`src/rtl/div_seq_ctrl_if.sv`:
```
// Handshake/bus bundle between the EXE stage, the iterative divider and div_seq_ctrl.
interface div_seq_ctrl_if;
    logic        start_i;
    logic        signed_i;
    logic [31:0] a_i;
    logic [31:0] b_i;
    logic        flush_i;
    logic        stall_mem_i;
    logic        div_done;
    logic [31:0] quotient;
    logic [31:0] remainder;
    logic        div_start;
    logic        div_sign;
    logic [31:0] div_a;
    logic [31:0] div_b;
    logic        div_annul;
    logic        stall_div;
    logic        hilo_we;
    logic [63:0] hilo_o;
    logic        dbz_o;
    logic        timeout_o;

    // Pipeline/divider side: drives requests and divider results.
    modport master (
        output start_i, signed_i, a_i, b_i, flush_i, stall_mem_i,
        output div_done, quotient, remainder,
        input  div_start, div_sign, div_a, div_b, div_annul,
        input  stall_div, hilo_we, hilo_o, dbz_o, timeout_o
    );

    // Sequencer side.
    modport slave (
        input  start_i, signed_i, a_i, b_i, flush_i, stall_mem_i,
        input  div_done, quotient, remainder,
        output div_start, div_sign, div_a, div_b, div_annul,
        output stall_div, hilo_we, hilo_o, dbz_o, timeout_o
    );
endinterface

```
`src/rtl/div_seq_ctrl.sv`:
```
// Sequencer for div/divu: latches operands, runs the iterative divider with a
// timeout, handles divide-by-zero, flushes and MEM stalls, and writes HI/LO once.
module div_seq_ctrl #(
    parameter logic [5:0] TIMEOUT = 6'd40
) (
    input logic          clk,
    input logic          rst,
    div_seq_ctrl_if.slave bus
);

    typedef enum logic [1:0] {StIdle, StRun, StZero, StDone} state_e;

    state_e      state_q, state_d;
    logic [5:0]  cnt_q, cnt_d;
    logic [31:0] a_q, a_d;
    logic [31:0] b_q, b_d;
    logic        sign_q, sign_d;
    logic [63:0] result_q, result_d;
    logic        dbz_q, dbz_d;
    logic        tmo_q, tmo_d;
    logic        annul;

    // Next-state, datapath capture and output decode.
    always_comb begin
        state_d  = state_q;
        cnt_d    = cnt_q;
        a_d      = a_q;
        b_d      = b_q;
        sign_d   = sign_q;
        result_d = result_q;
        dbz_d    = dbz_q;
        tmo_d    = tmo_q;
        annul    = 1'b0;

        bus.div_start = 1'b0;
        bus.div_sign  = 1'b0;
        bus.div_a     = '0;
        bus.div_b     = '0;
        bus.stall_div = 1'b0;
        bus.hilo_we   = 1'b0;
        bus.hilo_o    = '0;
        bus.dbz_o     = 1'b0;
        bus.timeout_o = 1'b0;

        case (state_q)
            StIdle: begin
                if (bus.start_i && !bus.flush_i) begin
                    bus.stall_div = 1'b1;
                    a_d     = bus.a_i;
                    b_d     = bus.b_i;
                    sign_d  = bus.signed_i;
                    cnt_d   = '0;
                    dbz_d   = 1'b0;
                    tmo_d   = 1'b0;
                    state_d = (bus.b_i == 32'h0) ? StZero : StRun;
                end
            end
            StRun: begin
                bus.stall_div = 1'b1;
                bus.div_start = !bus.div_done;
                bus.div_sign  = sign_q;
                bus.div_a     = a_q;
                bus.div_b     = b_q;
                cnt_d = (cnt_q == 6'h3F) ? cnt_q : cnt_q + 6'd1;
                // Flush beats a same-cycle div_done; div_done beats the timeout.
                if (bus.flush_i) begin
                    annul   = 1'b1;
                    state_d = StIdle;
                end else if (bus.div_done) begin
                    result_d = {bus.remainder, bus.quotient};
                    state_d  = StDone;
                end else if (cnt_q == TIMEOUT) begin
                    annul    = 1'b1;
                    result_d = '0;
                    tmo_d    = 1'b1;
                    state_d  = StDone;
                end
            end
            StZero: begin
                bus.stall_div = 1'b1;
                if (bus.flush_i) begin
                    state_d = StIdle;
                end else begin
                    result_d = {a_q, 32'hFFFF_FFFF};
                    dbz_d    = 1'b1;
                    state_d  = StDone;
                end
            end
            StDone: begin
                bus.hilo_o    = result_q;
                bus.dbz_o     = dbz_q;
                bus.timeout_o = tmo_q;
                if (bus.flush_i) begin
                    state_d = StIdle;
                end else if (!bus.stall_mem_i) begin
                    bus.hilo_we = 1'b1;
                    state_d     = StIdle;
                end
            end
            default: state_d = StIdle;
        endcase

        // The divider shares rst, so a reset cycle never needs a cancel.
        bus.div_annul = annul & rst;
    end

    // State register with synchronous active-low reset.
    always_ff @(posedge clk) begin
        if (!rst) begin
            state_q  <= StIdle;
            cnt_q    <= '0;
            a_q      <= '0;
            b_q      <= '0;
            sign_q   <= 1'b0;
            result_q <= '0;
            dbz_q    <= 1'b0;
            tmo_q    <= 1'b0;
        end else begin
            state_q  <= state_d;
            cnt_q    <= cnt_d;
            a_q      <= a_d;
            b_q      <= b_d;
            sign_q   <= sign_d;
            result_q <= result_d;
            dbz_q    <= dbz_d;
            tmo_q    <= tmo_d;
        end
    end

endmodule
```
`src/flat_wrapper.sv`:
```
// flat-port wrapper written by rule: the top's interface ports become plain ports
module div_seq_ctrl_flat 
#(
    parameter logic [5:0] TIMEOUT = 6'd40
)
  (clk, rst, bus_start_i, bus_signed_i, bus_a_i, bus_b_i, bus_flush_i, bus_stall_mem_i, bus_div_done, bus_quotient, bus_remainder, bus_div_start, bus_div_sign, bus_div_a, bus_div_b, bus_div_annul, bus_stall_div, bus_hilo_we, bus_hilo_o, bus_dbz_o, bus_timeout_o);
  div_seq_ctrl_if bus_i ();
  input logic clk;
  input logic rst;
  input wire logic [$bits(bus_i.start_i)-1:0] bus_start_i;
  input wire logic [$bits(bus_i.signed_i)-1:0] bus_signed_i;
  input wire logic [$bits(bus_i.a_i)-1:0] bus_a_i;
  input wire logic [$bits(bus_i.b_i)-1:0] bus_b_i;
  input wire logic [$bits(bus_i.flush_i)-1:0] bus_flush_i;
  input wire logic [$bits(bus_i.stall_mem_i)-1:0] bus_stall_mem_i;
  input wire logic [$bits(bus_i.div_done)-1:0] bus_div_done;
  input wire logic [$bits(bus_i.quotient)-1:0] bus_quotient;
  input wire logic [$bits(bus_i.remainder)-1:0] bus_remainder;
  output wire logic [$bits(bus_i.div_start)-1:0] bus_div_start;
  output wire logic [$bits(bus_i.div_sign)-1:0] bus_div_sign;
  output wire logic [$bits(bus_i.div_a)-1:0] bus_div_a;
  output wire logic [$bits(bus_i.div_b)-1:0] bus_div_b;
  output wire logic [$bits(bus_i.div_annul)-1:0] bus_div_annul;
  output wire logic [$bits(bus_i.stall_div)-1:0] bus_stall_div;
  output wire logic [$bits(bus_i.hilo_we)-1:0] bus_hilo_we;
  output wire logic [$bits(bus_i.hilo_o)-1:0] bus_hilo_o;
  output wire logic [$bits(bus_i.dbz_o)-1:0] bus_dbz_o;
  output wire logic [$bits(bus_i.timeout_o)-1:0] bus_timeout_o;
  assign bus_i.start_i = bus_start_i;
  assign bus_i.signed_i = bus_signed_i;
  assign bus_i.a_i = bus_a_i;
  assign bus_i.b_i = bus_b_i;
  assign bus_i.flush_i = bus_flush_i;
  assign bus_i.stall_mem_i = bus_stall_mem_i;
  assign bus_i.div_done = bus_div_done;
  assign bus_i.quotient = bus_quotient;
  assign bus_i.remainder = bus_remainder;
  assign bus_div_start = bus_i.div_start;
  assign bus_div_sign = bus_i.div_sign;
  assign bus_div_a = bus_i.div_a;
  assign bus_div_b = bus_i.div_b;
  assign bus_div_annul = bus_i.div_annul;
  assign bus_stall_div = bus_i.stall_div;
  assign bus_hilo_we = bus_i.hilo_we;
  assign bus_hilo_o = bus_i.hilo_o;
  assign bus_dbz_o = bus_i.dbz_o;
  assign bus_timeout_o = bus_i.timeout_o;
  div_seq_ctrl #(.TIMEOUT(TIMEOUT)) u_core (.clk(clk), .rst(rst), .bus(bus_i));
endmodule
```
`config.mk`:
```
export PLATFORM = sky130hd
export DESIGN_NAME = div_seq_ctrl_flat
export DESIGN_NICKNAME = d
export VERILOG_FILES = /design/src/rtl/div_seq_ctrl_if.sv /design/src/rtl/div_seq_ctrl.sv /design/src/flat_wrapper.sv
export SDC_FILE = /design/constraint.sdc
export NUM_CORES = 1
export LEC_CHECK = 0
export CORE_MARGIN = 10
export CORE_UTILIZATION = 44
export DETAILED_ROUTE_END_ITERATION = 8
export PLACE_DENSITY = 0.77
export SETUP_SLACK_MARGIN = 0.15
export SLEW_MARGIN = 20
export SYNTH_ARGS = -nofsm -noshare
export SYNTH_HDL_FRONTEND = slang
export SYNTH_SLANG_ARGS = --single-unit
```
`constraint.sdc`:
```
create_clock -name clk -period 2.4 [get_ports clk]
set_clock_uncertainty 0.1 [all_clocks]
set_input_delay 0.48 -clock clk [delete_from_list [all_inputs] [get_ports clk]]
set_output_delay 0.48 -clock clk [all_outputs]
set_load 0.02 [all_outputs]
```
==> run_results.csv <==
group,metric,value,unit
power,combPwrFrac,43.8,%
clock_tree,tritoncts,"done",
setup_path,worst_ep_required_time,1.82,ns
sta,fmax,435,MHz
clock_tree,htree_num_levels,4,
setup_path,reg2regPathDepth,8,
detailed_routing,wl_per_cell,19.5,µm
yosys,synth_flop_cell,"dfxtp_1",
power,switchingPower,3.85,mW
placed_design,place_hpwl,17000,µm
sta,finalCriticalPeriod,2.30,ns
placed_design,gp_congestion,0.822,
power,ir_drop,0.000894,V
clock_tree,cts_made_buffers,17,
power,seqPwrFrac,27.5,%
setup_path,cp.arrival,1.72,ns
global_route,grt_util_met1,26.7,%
detailed_routing,vias,7054,
yosys,syn-num-nets,969,
finish,final_cell_mix,"a21oi_1 (164), dfxtp_1 (135), nand2_1 (133)",
yosys,syn_avg_cell_area,8.29,µm²
yosys,synth_top_family_by_area,"compound AO/OA/AOI/OAI gates",
clock_tree,root_buffer,"clkbuf_16",
yosys,synth_top_cell_by_area,"dfxtp_1",
placed_design,io_buffers,269,
power,clockPowerShare,28.7,%
placed_design,place_area,9970,µm²
floorplanning,row_count,45,
clock_tree,cts_sinks,139,
power,leakage,4.09,nW
floorplanning,dieArea,21000,µm²
yosys,synthMuxAreaShare,0.164,%
global_route,grt_max_degree,66,
power,p_int,7.08,mW
global_route,first_global_vias,6884,
global_route,antenna_found_initial,0,
clock_tree,clk_pin_slew,0.06,ns
sta,fin_crit_sh,95.7,%
detailed_routing,ant_nets,0,
sta,maxSlewHeadroom,67.2,%
yosys,syn_area,6860,µm²
clock_tree,worstSkewPairLatency,0.41,ns
yosys,synth_edf_count,0,
setup_path,r2r_setup_slack,0.18,ns
yosys,synth_cell_types,45,
hold_path,min_to,"u_core.b_q[19]",
finish,multi_input_comb_area,3800,µm²
power,finalPower,10.9,mW
clock_tree,clock_path_buffers,2,
global_route,grt_overflow_total,0,
yosys,ys_ff_latch,139,
sta,finalSetupViolCount,0,
sta,worst_pin_slew,0.492,ns
setup_path,start_kind,"register",
finish,n_antenna_cell,0,
floorplanning,start_util,45.0,%
hold_path,holdCritStartpoint,"u_core.b_q[19]",
detailed_routing,remaining_drc_errors,0,
yosys,yosys.area.top_type_share,40.6,%
finish,nFillCells,1222,
power,powerDensity,1000,nW/µm²
finish,drive_above_1_share,28.5,%
floorplanning,core,15300,µm²
global_route,top_usage_layer,"met2",
finish,final_common_cell,"a21oi_1",
placed_design,placed_cells,1267,
yosys,seq_area_frac_synth,40.6,%
yosys,yosysWarnings,0,
finish,utilization,71.6,%
sta,hold_viol,0,
yosys,synthXorXnorAreaFrac,0,%
hold_path,hold_depth,2,
yosys,synthSimpleGateAreaFrac,23.2,%
global_route,grt.total_usage,22.5,%
global_route,grt_first_pass_wirelength,37400,µm
setup_path,path_max_fanout,23,
detailed_routing,drt_iter0_drc,425,
yosys,netlist_top_cells_area,"dfxtp_1 (41%), and2_1 (12%), a21oi_1 (12%)",
floorplanning,io-pin-count,270,
finish,fin_area,10900,µm²
global_route,use_met2,36.9,%
detailed_routing,vias_per_cell,5.36,
setup_path,cp-end-kind,"output pin",
floorplanning,fp.dieW,145,µm
finish,ff_latch_area,2790,µm²
yosys,synth_compound_area_share,29.2,%
detailed_routing,drt-total-wl,25600,µm
setup_path,worstReg2RegEnd,"u_core.cnt_q[2]",
finish,nets,1232,
setup_path,path_class,"register to output pin",
yosys,synth_adder_area_share,1.09,%
clock_tree,cts_hold_buf,0,
sta,rsz0062_at_grt,"yes",
finish,fin_cells,1315,
hold_path,hp-class,"register to register",
yosys,synthCells,828,
global_route,gr-usage-met3,8.41,%
floorplanning,die_y,145,µm
sta,finalMaxSlewViolations,0,
job,drv_cap,0,
power,p_sw_share,35.2,%
status,status,"complete, no violations",
setup_path,reg2reg_from,"u_core.state_q[1]",
yosys,async_reset_ff_share,0,%
detailed_routing,first_pass_iters,5,
finish,synthToLayoutAreaGrowth,59.3,%
-- cell type report --
| type | count | share of cell area, % |
|---|---|---|
| clock buffer | 22 | 4.34 |
| clock inverter | 10 | 2.14 |
| inverter | 7 | 0.332 |
| multi-input combinational | 599 | 34.8 |
| sequential | 139 | 25.6 |
| tap | 211 | 2.42 |
| timing repair buffer | 327 | 30.5 |
-- power groups by stage --
stage | logic [mW] | registers [mW] | clock network, mW
detailed placement | 4.24 | 3.02 | 0
floorplan | 2.86 | 2.96 | 0
global placement | 4.18 | 3.01 | 0
CTS | 4.42 | 2.98 | 3.18
global route | 5.16 | 3.05 | 3.28
finish | 4.78 | 3.00 | 3.14
-- worst max-delay path, stage by stage (launching register included) --
cell and delay (ns):
dfxtp_4 0.36, buf_4 0.14, ha_4 0.18, clkbuf_16 0.19, and2_1 0.17, clkdlybuf4s15_2 0.26
-- cells by family after synthesis --
group | count (synthesis)
simple gates | 311
compound gates | 281
flops | 139
buf+inv | 90
fa+ha+maj | 6
mux | 1
-- state kept, by name (all words and copies together), names as in the netlist --
| signal | cells |
|---|---|
| u_core.tmo_q | 1 |
| u_core.b_q | 32 |
| u_core.result_q | 64 |
| u_core.cnt_q | 6 |
| u_core.a_q | 32 |
| u_core.sign_q | 1 |
| u_core.dbz_q | 1 |
| u_core.state_q | 2 |
-- stage by stage --
| step | hold WS (ns) | worst slack (ns) | TNS (ns) |
|---|---|---|---|
| 2_1_floorplan | 0.332 | 0.295 | 0 |
| 3_3_place_gp | 0.337 | -0.0782 | -0.125 |
| 3_5_place_dp | 0.342 | -0.0955 | -0.200 |
| 4_1_cts | 0.350 | 0.0547 | 0 |
| 5_1_grt | 0.375 | 0.0268 | 0 |
| 6_report | 0.350 | 0.102 | 0 |
-- routing by layer --
metal,vias up,share of wire (%)
li1,3413,-
met1,3320,40
met2,285,48
met3,36,10
met4,0,2.2
met5,-,0
-- cells in the mapped netlist, types with 2 or more instances --
| cell | instances |
|---|---|
| or4_1 | 3 |
| inv_1 | 5 |
| nand4_1 | 2 |
| clkbuf_1 | 59 |
| o221a_1 | 2 |
| buf_4 | 10 |
| ha_1 | 6 |
| inv_2 | 2 |
| nand3_1 | 6 |
| a22oi_1 | 32 |
| a31oi_1 | 4 |
| buf_2 | 13 |
| o21ai_1 | 5 |
| nor3_1 | 4 |
| a211oi_1 | 4 |
| a211oi_2 | 60 |
| nor4_1 | 6 |
| nor2_1 | 7 |
| a21oi_1 | 164 |
| dfxtp_1 | 139 |
| nand2_1 | 135 |
| and2_1 | 133 |
| nand2b_1 | 5 |
-- how the worst max path moves through the flow --
stage | from | end | slack, ns | cells past startpoint
after floorplan | u_core.state_q[0] | bus_stall_div | 0.30 | 8
after global placement | bus_div_done | bus_div_annul | -0.08 | 4
after detailed placement | u_core.cnt_q[0] | bus_div_annul | -0.1 | 8
after CTS | u_core.cnt_q[1] | bus_div_annul | 0.05 | 8
after global routing | u_core.cnt_q[1] | bus_div_annul | 0.03 | 8
final | u_core.state_q[1] | bus_hilo_o[14] | 0.10 | 5
-- timing repair --
action / 4_1_cts / 5_1_grt
gates resized for setup: 420 / 110
setup buffers: 1 / 7
gates cloned: 2 / 6
setup endpoints to repair: 135 / 135
pin swaps: 4 / 5
Note: power is estimated with default switching activity, not from simulation.
